<file path="config.mk">
export PLATFORM = sky130hd
export DESIGN_NAME = synaptic_input_accumulator
export DESIGN_NICKNAME = d
export VERILOG_FILES = /design/src/rtl/snn_pkg.sv /design/src/rtl/synapse_weight_regfile.sv /design/src/rtl/synaptic_input_accumulator.sv
export SDC_FILE = /design/constraint.sdc
export NUM_CORES = 1
export LEC_CHECK = 0
export BUFFER_PORTS_ARGS = -buffer_cell sky130_fd_sc_hd__buf_2
export CORE_UTILIZATION = 55
export CTS_CLUSTER_SIZE = 12
export DETAILED_ROUTE_END_ITERATION = 16
export HOLD_SLACK_MARGIN = 0.03
export PLACE_DENSITY = 0.73
export SLEW_MARGIN = 20
export SYNTH_ARGS = -nofsm -noshare
export SYNTH_HDL_FRONTEND = slang
export SYNTH_SLANG_ARGS = --single-unit
</file>
<file path="constraint.sdc">
create_clock -name clk -period 5.1 [get_ports clk]
set_clock_uncertainty 0.2 [all_clocks]
set_input_delay 0.255 -clock clk [delete_from_list [all_inputs] [get_ports clk]]
set_output_delay 0.255 -clock clk [all_outputs]
set_load 0.01 [all_outputs]
</file>
<file path="src/rtl/snn_pkg.sv">
// Shared types and clamp helpers for the spiking-neuron datapath blocks.
package snn_pkg;

    typedef enum logic [1:0] {
        IDLE  = 2'd0,
        ACCUM = 2'd1,
        DONE  = 2'd2
    } acc_state_e;

    localparam int CUR_BITS_DEFAULT = 5;

    function automatic int cur_max(input int bits);
        return (1 << (bits - 1)) - 1;
    endfunction

    function automatic int cur_min(input int bits);
        return -(1 << (bits - 1));
    endfunction

    localparam int CUR_MAX = cur_max(CUR_BITS_DEFAULT);
    localparam int CUR_MIN = cur_min(CUR_BITS_DEFAULT);

endpackage

</file>
<file path="src/rtl/synapse_weight_regfile.sv">
// Synaptic weight storage: one write port, one combinational read port, async clear.
module synapse_weight_regfile #(
    parameter int N_INPUTS = 8,
    parameter int W_BITS   = 5,
    localparam int IDX_W   = $clog2(N_INPUTS)
) (
    input  logic                     clk,
    input  logic                     reset_n,
    input  logic                     we_i,
    input  logic        [IDX_W-1:0]  waddr_i,
    input  logic signed [W_BITS-1:0] wdata_i,
    input  logic        [IDX_W-1:0]  raddr_i,
    output logic signed [W_BITS-1:0] rdata_o
);

    logic signed [W_BITS-1:0] mem_q [N_INPUTS];

    always_ff @(posedge clk or negedge reset_n) begin
        if (!reset_n) begin
            for (int i = 0; i < N_INPUTS; i++) begin
                mem_q[i] <= '0;
            end
        end else if (we_i) begin
            mem_q[waddr_i] <= wdata_i;
        end
    end

    // Read sees the stored value, so a same-cycle write is only visible next cycle.
    assign rdata_o = mem_q[raddr_i];

endmodule

</file>
<file path="src/rtl/synaptic_input_accumulator.sv">
// Serial weighted sum of a latched spike vector, one synapse per cycle, saturated to the neuron current width.
module synaptic_input_accumulator
    import snn_pkg::*;
#(
    parameter int N_INPUTS = 8,
    parameter int W_BITS   = 5,
    parameter int CUR_BITS = CUR_BITS_DEFAULT,
    localparam int IDX_W   = $clog2(N_INPUTS)
) (
    input  logic                       clk,
    input  logic                       reset_n,
    input  logic [N_INPUTS-1:0]        spikes_in,
    input  logic                       spikes_valid,
    input  logic                       weight_we,
    input  logic [IDX_W-1:0]           weight_addr,
    input  logic signed [W_BITS-1:0]   weight_data,
    output logic signed [CUR_BITS-1:0] input_current,
    output logic                       current_valid,
    output logic                       current_saturated,
    output logic                       busy,
    output logic                       dropped
);

    localparam int ACC_BITS = W_BITS + IDX_W;
    localparam int CMAX     = cur_max(CUR_BITS);
    localparam int CMIN     = cur_min(CUR_BITS);
    localparam logic [IDX_W-1:0] LAST_IDX = IDX_W'(N_INPUTS - 1);

    function automatic logic is_clamped(input logic signed [ACC_BITS-1:0] v);
        return (int'(v) > CMAX) || (int'(v) < CMIN);
    endfunction

    function automatic logic signed [CUR_BITS-1:0] clamp(input logic signed [ACC_BITS-1:0] v);
        if (int'(v) > CMAX)      return CUR_BITS'(CMAX);
        else if (int'(v) < CMIN) return CUR_BITS'(CMIN);
        else                     return CUR_BITS'(v);
    endfunction

    acc_state_e                  state_q, state_d;
    logic [IDX_W-1:0]            idx_q, idx_d;
    logic signed [ACC_BITS-1:0]  acc_q, acc_d;
    logic [N_INPUTS-1:0]         spk_q, spk_d;
    logic signed [CUR_BITS-1:0]  cur_q, cur_d;
    logic                        sat_q, sat_d;
    logic                        cvld_q, cvld_d;

    logic signed [W_BITS-1:0]    rd_w;
    logic signed [ACC_BITS-1:0]  addend;
    logic signed [ACC_BITS-1:0]  acc_sum;

    synapse_weight_regfile #(
        .N_INPUTS (N_INPUTS),
        .W_BITS   (W_BITS)
    ) u_weights (
        .clk     (clk),
        .reset_n (reset_n),
        .we_i    (weight_we),
        .waddr_i (weight_addr),
        .wdata_i (weight_data),
        .raddr_i (idx_q),
        .rdata_o (rd_w)
    );

    always_comb begin
        addend = '0;
        if (spk_q[idx_q]) begin
            addend = ACC_BITS'(rd_w);
        end
        acc_sum = acc_q + addend;

        state_d = state_q;
        idx_d   = idx_q;
        acc_d   = acc_q;
        spk_d   = spk_q;
        cur_d   = cur_q;
        sat_d   = sat_q;
        cvld_d  = 1'b0;

        unique case (state_q)
            IDLE: begin
                if (spikes_valid) begin
                    spk_d   = spikes_in;
                    acc_d   = '0;
                    idx_d   = '0;
                    state_d = ACCUM;
                end
            end
            ACCUM: begin
                acc_d = acc_sum;
                idx_d = idx_q + IDX_W'(1);
                // Result is registered on the last synapse so it is on the outputs during DONE.
                if (idx_q == LAST_IDX) begin
                    cur_d   = clamp(acc_sum);
                    sat_d   = is_clamped(acc_sum);
                    cvld_d  = 1'b1;
                    state_d = DONE;
                end
            end
            DONE: begin
                state_d = IDLE;
            end
            default: begin
                state_d = IDLE;
            end
        endcase
    end

    always_ff @(posedge clk or negedge reset_n) begin
        if (!reset_n) begin
            state_q <= IDLE;
            idx_q   <= '0;
            acc_q   <= '0;
            spk_q   <= '0;
            cur_q   <= '0;
            sat_q   <= 1'b0;
            cvld_q  <= 1'b0;
        end else begin
            state_q <= state_d;
            idx_q   <= idx_d;
            acc_q   <= acc_d;
            spk_q   <= spk_d;
            cur_q   <= cur_d;
            sat_q   <= sat_d;
            cvld_q  <= cvld_d;
        end
    end

    assign input_current     = cur_q;
    assign current_valid     = cvld_q;
    assign current_saturated = sat_q;
    assign busy              = (state_q != IDLE);
    assign dropped           = spikes_valid && (state_q != IDLE);

endmodule

</file>
* After elaboration in Yosys (flattened, before gate mapping)
Index checks and enable logic that the tools add are counted.
** Cells by class
- $add $sub $neg :: 2
- $lt $le $gt $ge :: 6
- Equality and inequality tests :: 4
- Mux-type cells :: 20
- Bitwise gates (word level) :: 2
- Reductions and logical operators :: 10
** Operators with widths (number)
- bitwise mux 40 bit :: 1
- 2-to-1 mux 5 bit :: 5
- 2-to-1 mux 8 bit :: 2
- case mux 8 bit (2 select lines) :: 1
- binary-select mux 5 bit (select 3 bit) :: 1
- demux 5 bit (select 3 bit) :: 1
- adder 8 bit :: 1
- >= comparator 4 bit, second input constant :: 2
- > comparator 8 x 5 -> 1 bit, second input constant :: 1
- less-than comparator 8 x 5 -> 1 bit, second input constant :: 1
- inverter 3 -> 4 bit :: 2
- AND reduction 2 bit :: 4
- case mux 3 bit (2 select lines) :: 1
- less-than comparator 3 x 4 -> 1 bit, second input constant :: 1
- less-than comparator 4 x 1 -> 1 bit, second input constant :: 1
- 2-to-1 mux 2 bit :: 2
- inequality test 2 bit, second input constant :: 2
- case mux 2 bit (2 select lines) :: 1
- nonzero test 2 bit :: 2
- adder 3 x 1 -> 3 bit, second input constant :: 1
- binary-select mux 1 bit (select 3 bit) :: 1
- == test 3 bit, second input constant :: 1
- 2-to-1 mux 1 bit :: 3
- 2-to-1 mux 3 bit :: 1
- other kinds (4) :: 5
** Storage, ports and cells
- Register bits :: 68
- Logic and storage cells :: 59

* Logic depth before layout (Yosys ltp)
- Depth in word-level cells :: 9
- Gate-level depth with buffers :: 12
- Gate-level depth less buffers :: 11

* By module
A second synthesis with hierarchy kept.
** Second synthesis, totals
- Cells, all modules :: 254
- Area, all modules :: 3543.4 sq um
** By module, submodules not included
- synapse_weight_regfile :: instances 1, cells an instance 106, area an instance 1884.3 sq um, seq. area each 1001.0 sq um
- synaptic_input_accumulator :: instances 1, cells an instance 148, area an instance 1659.1 sq um, seq. area each 700.7 sq um

* Least setup slack after synthesis
OpenSTA, ideal clock, no wires.
- Path type :: register -> register
- Start point :: reg idx_q[1]
- End point :: reg cur_q[0] (netlist: input_current[0])
- Setup time :: 141 ps
- Arrival :: 3383 ps
- Required time :: 4759 ps
- Slack :: 1376 ps
- Cell stages (with the launch flop) :: 13
- Path buffers :: 1
- Clock period less this slack :: 3724 ps
- Cells stage by stage :: dfrtp_1 > clkbuf_1 > mux4_2 > mux2i_1 > nor2_1 > ha_1 > a211oi_1 > o21bai_1 > or3_1 > a21oi_1 > xor3_2 > o32ai_4 > a221oi_1
** Between the ends
- Word-level cells in the longest chain between the ends :: 9
** Ends and longest elaborated chain
- start: declaration :: line synaptic_input_accumulator.sv:40 : logic [IDX_W-1:0] idx_q, idx_d;
- start signal: assignment :: line synaptic_input_accumulator.sv:119 : idx_q <= idx_d;
- inverter 3 -> 4 bit (implied by the code) :: line synapse_weight_regfile.sv:29 : assign rdata_o = mem_q[raddr_i];
- binary-select mux 5 bit (select 3 bit) :: line synapse_weight_regfile.sv:29
- 2-to-1 mux 5 bit (implied by the code) (2 in series) :: line synapse_weight_regfile.sv:29
- 2-to-1 mux 8 bit :: line synaptic_input_accumulator.sv:66 : if (spk_q[idx_q]) begin
- adder 8 bit :: line synaptic_input_accumulator.sv:69 : acc_sum = acc_q + addend;
- less-than comparator 8 x 5 -> 1 bit :: line synaptic_input_accumulator.sv:35 : else if (int'(v) < CMIN) return CUR_BITS'(CMIN);
- 2-to-1 mux 5 bit :: line synaptic_input_accumulator.sv:35
- 2-to-1 mux 5 bit :: line synaptic_input_accumulator.sv:34 : if (int'(v) > CMAX) return CUR_BITS'(CMAX);
- end signal: assignment :: line synaptic_input_accumulator.sv:122 : cur_q <= cur_d;
- end: declaration :: line synaptic_input_accumulator.sv:43 : logic signed [CUR_BITS-1:0] cur_q, cur_d;
Several ways; a longest one is shown, not always the timed one. The select of a mux whose other input is x is not followed.
A chain may end at the register's enable or synchronous reset.

* Worst setup path in the final report
- Start point :: reg idx_q[1]
- End point :: reg cur_q[1] (netlist: input_current[1])
The elaborated chain is that of the path after synthesis.

==> impl_metrics.tcl <==
set metrics [dict create \
    ys_types 44 \
    synth-xor-area-share_pct 2.34 \
    synth_top_family_by_area "multiplexers" \
    setup_violations 0 \
    cp_max_fo 16 \
    cts_post_setup_buffers_inserted 0 \
    total_leakage_power_nw 1.71 \
    drv_slew 0 \
    tns_ns 0 \
    gp_congestion 0.820 \
    finalHoldViolCount 0 \
    dieHeight_um 79.6 \
    finalWirelength_um 6620 \
    max-cap-violations 0 \
    swShare_pct 37.6 \
    start_util_pct 58.7 \
    fmax_mhz 250 \
    syn_avg_cell_area_um2 13.6 \
    hold_depth 2 \
    n_fill_cell 420 \
    drt_iter0_markers 113 \
    criticalPathCategory "reg -> reg" \
    yosys.area.top_type "dfrtp_1" \
    tightest_slew_ns 1.09 \
    critPathArrivalTime_ns 4.03 \
    hold_class "in -> reg" \
    slowest_stage "dfrtp_1" \
    clockPowerShare_pct 17.9 \
    cts-root-buf "clkbuf_8" \
    fp.dieArea_um2 6340 \
    via_per_inst 5.93 \
    yosysSeqAreaShare_pct 51.4 \
    cts_tree "built" \
    final_nets 321 \
    cts-buffers-inserted 9 \
    antenna_found_initial 0 \
    die_x_um 79.6 \
    seqPwrFrac_pct 35.4 \
    track_usage_pct 24.5 \
    drive_gt1_share_pct 36.1 \
    muxShareOfSynthArea_pct 25.4 \
    clkSinkCount 68 \
    fin_ws_ns 1.11 \
    relSlewSlack_pct 26.8 \
    place_ws_ns 1.09 \
    drc 0 \
    finalCritPeriodShare_pct 78.3 \
    crit_path_start "idx_q[1]" \
    area_delta_synth_final_pct 16.1 \
    yosysWarnings 0 \
    gr-total-overflow 0 \
    synth-compound-area-share_pct 8.69 \
    hpwl_um 4500 \
    core-area_um2 5640 \
    grt_max_degree 69 \
    whs_endpoint "u_weights.mem_q[7]" \
    synth.top_cells.by_area "dfrtp_1 51%, mux2_2 16%, mux4_2 6.8%, ha_1 3.4%, mux2i_1 1.8%" \
    reg2reg_slack_ns 1.11 \
    p_switching_w 0.000952 \
    power.density_nw_per_um2 658 \
    ant_nets 0 \
    reg2reg_to "input_current[1]" \
    synth_top_cell_area_share_pct 51.4 \
    reg2regPathDepth 11 \
    rows 27 \
    grt_pass1_vias 2286 \
    first_pass_iters 4 \
    p_int_w 0.00158 \
    synthesis.nets 274 \
    ys.flop_type "dfrtp_1" \
    synth_edf_count 0 \
    htreeDepth 3 \
    start_kind "flip-flop" \
    io_pins 29 \
    vias 2184 \
    clk_latency_ns 0.34 \
    synth_seq_cells 68 \
    end_kind "flip-flop" \
    syn_inst 244 \
    final_core_util_pct 68.2 \
    synthSimpleGateAreaFrac_pct 6.95 \
    async_reset_ff_share_pct 100 \
    peakVddDrop_mv 0.377 \
    outcome "completed" \
    grt_setup_unrepaired "no" \
    worstHoldStart "weight_data[2]" \
    r2r-start "idx_q[1]" \
    synth_area_um2 3310 \
    wl_per_cell_um 18.0 \
    clk_pin_slew_ns 0.07 \
    cp.required_ns 5.13 \
    grt_pass1_wl_um 11400 \
    n_antenna_cell 0 \
    cts_buffer_depth 2 \
    p_comb_share_pct 46.7 \
    cp_slowest_stage_delay_ns 0.76 \
    io_buffers 28 \
    finalCriticalPeriod_ns 3.99 \
    cp_cell_sequence "mux4_2 > mux2i_1 > nor2_1 > ha_1 > a211oi_1 > o21bai_1 > or3_1 > a21oi_1 > xor3_2 > o32ai_4 > a221oi_1" \
    synthAdderAreaFrac_pct 4.00 \
]
cells in the mapped netlist (2+ instances only):
library cell and n:
xnor2_1 4, o21bai_1 3, a221oi_1 2, o21ai_0 9
nand3_1 2, and3b_1 2, a311oi_1 2, nor3b_1 2
inv_1 6, mux2i_1 6, a21oi_1 8, nand2b_1 2
nand3b_1 2, ha_1 9, nand4b_1 3, a21o_1 2
mux4_2 10, mux2_2 48, a22o_1 6, a31oi_1 2
nand2_1 8, nor3_1 3, nor2_1 12, dfrtp_1 68
xor2_1 2, clkbuf_1 2, o21a_1 2
worst max-delay path by stage:
| stage | to | slack (ns) | depth (start not counted) |
|---|---|---|---|
| finish | input_current[1] | 1.11 | 11 |
| global route | input_current[0] | 0.79 | 11 |
| CTS | input_current[1] | 1.07 | 11 |
| detailed placement | input_current[1] | 1.09 | 11 |
| global placement | input_current[0] | 1.23 | 11 |
| floorplan | input_current[0] | 1.38 | 12 |
metal layers:
metal / vias to the layer above / track usage [%] / wire [µm]
li1: 1007 / - / -
met4: 0 / 12.9 / 151
met5: - / 0 / 0
met3: 15 / 4.00 / 200
met2: 50 / 39.2 / 3280
met1: 1112 / 32.1 / 2980
cells by family after synthesis:
group	Yosys count
DFF	68
muxes	65
and+or+nand+nor	43
AOI/OAI and AO/OA	40
buffers and inverters	11
adders and majority gates	10
xor gates and xnor gates	7
flip-flops by register name (all words and copies together) (netlist names):
signal / flops
spk_q: 8
input_current: 5
idx_q: 3
state_q: 2
current_saturated: 1
acc_q: 8
current_valid: 1
u_weights.mem_q: 40
critical path: cells and delay by family (launching register included):
kind / cells / cell delay, ns
muxes: 2 / 0.86
adders and majority gates: 1 / 0.31
and+or+nand+nor: 2 / 0.44
xor gates and xnor gates: 1 / 0.29
DFF: 1 / 0.76
AOI/OAI and AO/OA: 5 / 1.00
power groups by stage:
| stage | sequential (W) | clock (W) | combinational [W] |
|---|---|---|---|
| final | 0.000897 | 0.000453 | 0.00118 |
| after global routing | 0.000928 | 0.000481 | 0.00132 |
| after CTS | 0.000899 | 0.000460 | 0.00118 |
| after detailed placement | 0.000906 | 0 | 0.00118 |
| after global placement | 0.000901 | 0 | 0.00114 |
| after floorplan | 0.000829 | 0 | 0.000967 |
cell type report:
class	instances	area, µm²	area share (%)
clock buffer	12	155	4.03
clock inverter	4	47.5	1.24
inverter	7	26.3	0.683
multi-input combinational	165	1570	40.8
sequential	68	1700	44.2
tap	72	90.1	2.34
timing repair buffer	40	258	6.70
timing repair:
action / CTS / global route
resized for setup: 0 / 0
endpoints found under the hold margin: 81 / 0
hold buffers: 11 / 0
placed cells by master (no fill, tap or decap), drive strengths merged, types with 8 or more instances in the layout:
| master | netlist | final |
|---|---|---|
| a21oi | 9 | 9 |
| buf | 2 | 29 |
| clkbuf | 2 | 12 |
| dfrtp | 68 | 68 |
| dlygate4sd3 | 0 | 11 |
| ha | 9 | 9 |
| mux2 | 49 | 49 |
| mux4 | 10 | 10 |
| nand2 | 8 | 8 |
| nor2 | 12 | 12 |
| o21ai | 9 | 9 |
per-stage QoR:
| stage | std cells | hold WS, ns | cell area (µm²) | power, W |
|---|---|---|---|---|
| floorplan | 244 | -0.241 | 3310 | 0.00180 |
| global placement | 341 | 0.266 | 3530 | 0.00204 |
| detailed placement | 341 | 0.281 | 3530 | 0.00208 |
| CTS | 368 | 0.0329 | 3850 | 0.00254 |
| global route | 368 | 0.0523 | 3850 | 0.00272 |
| finish | 368 | 0.0421 | 3850 | 0.00253 |
Note: power is estimated with default switching activity, not from simulation.
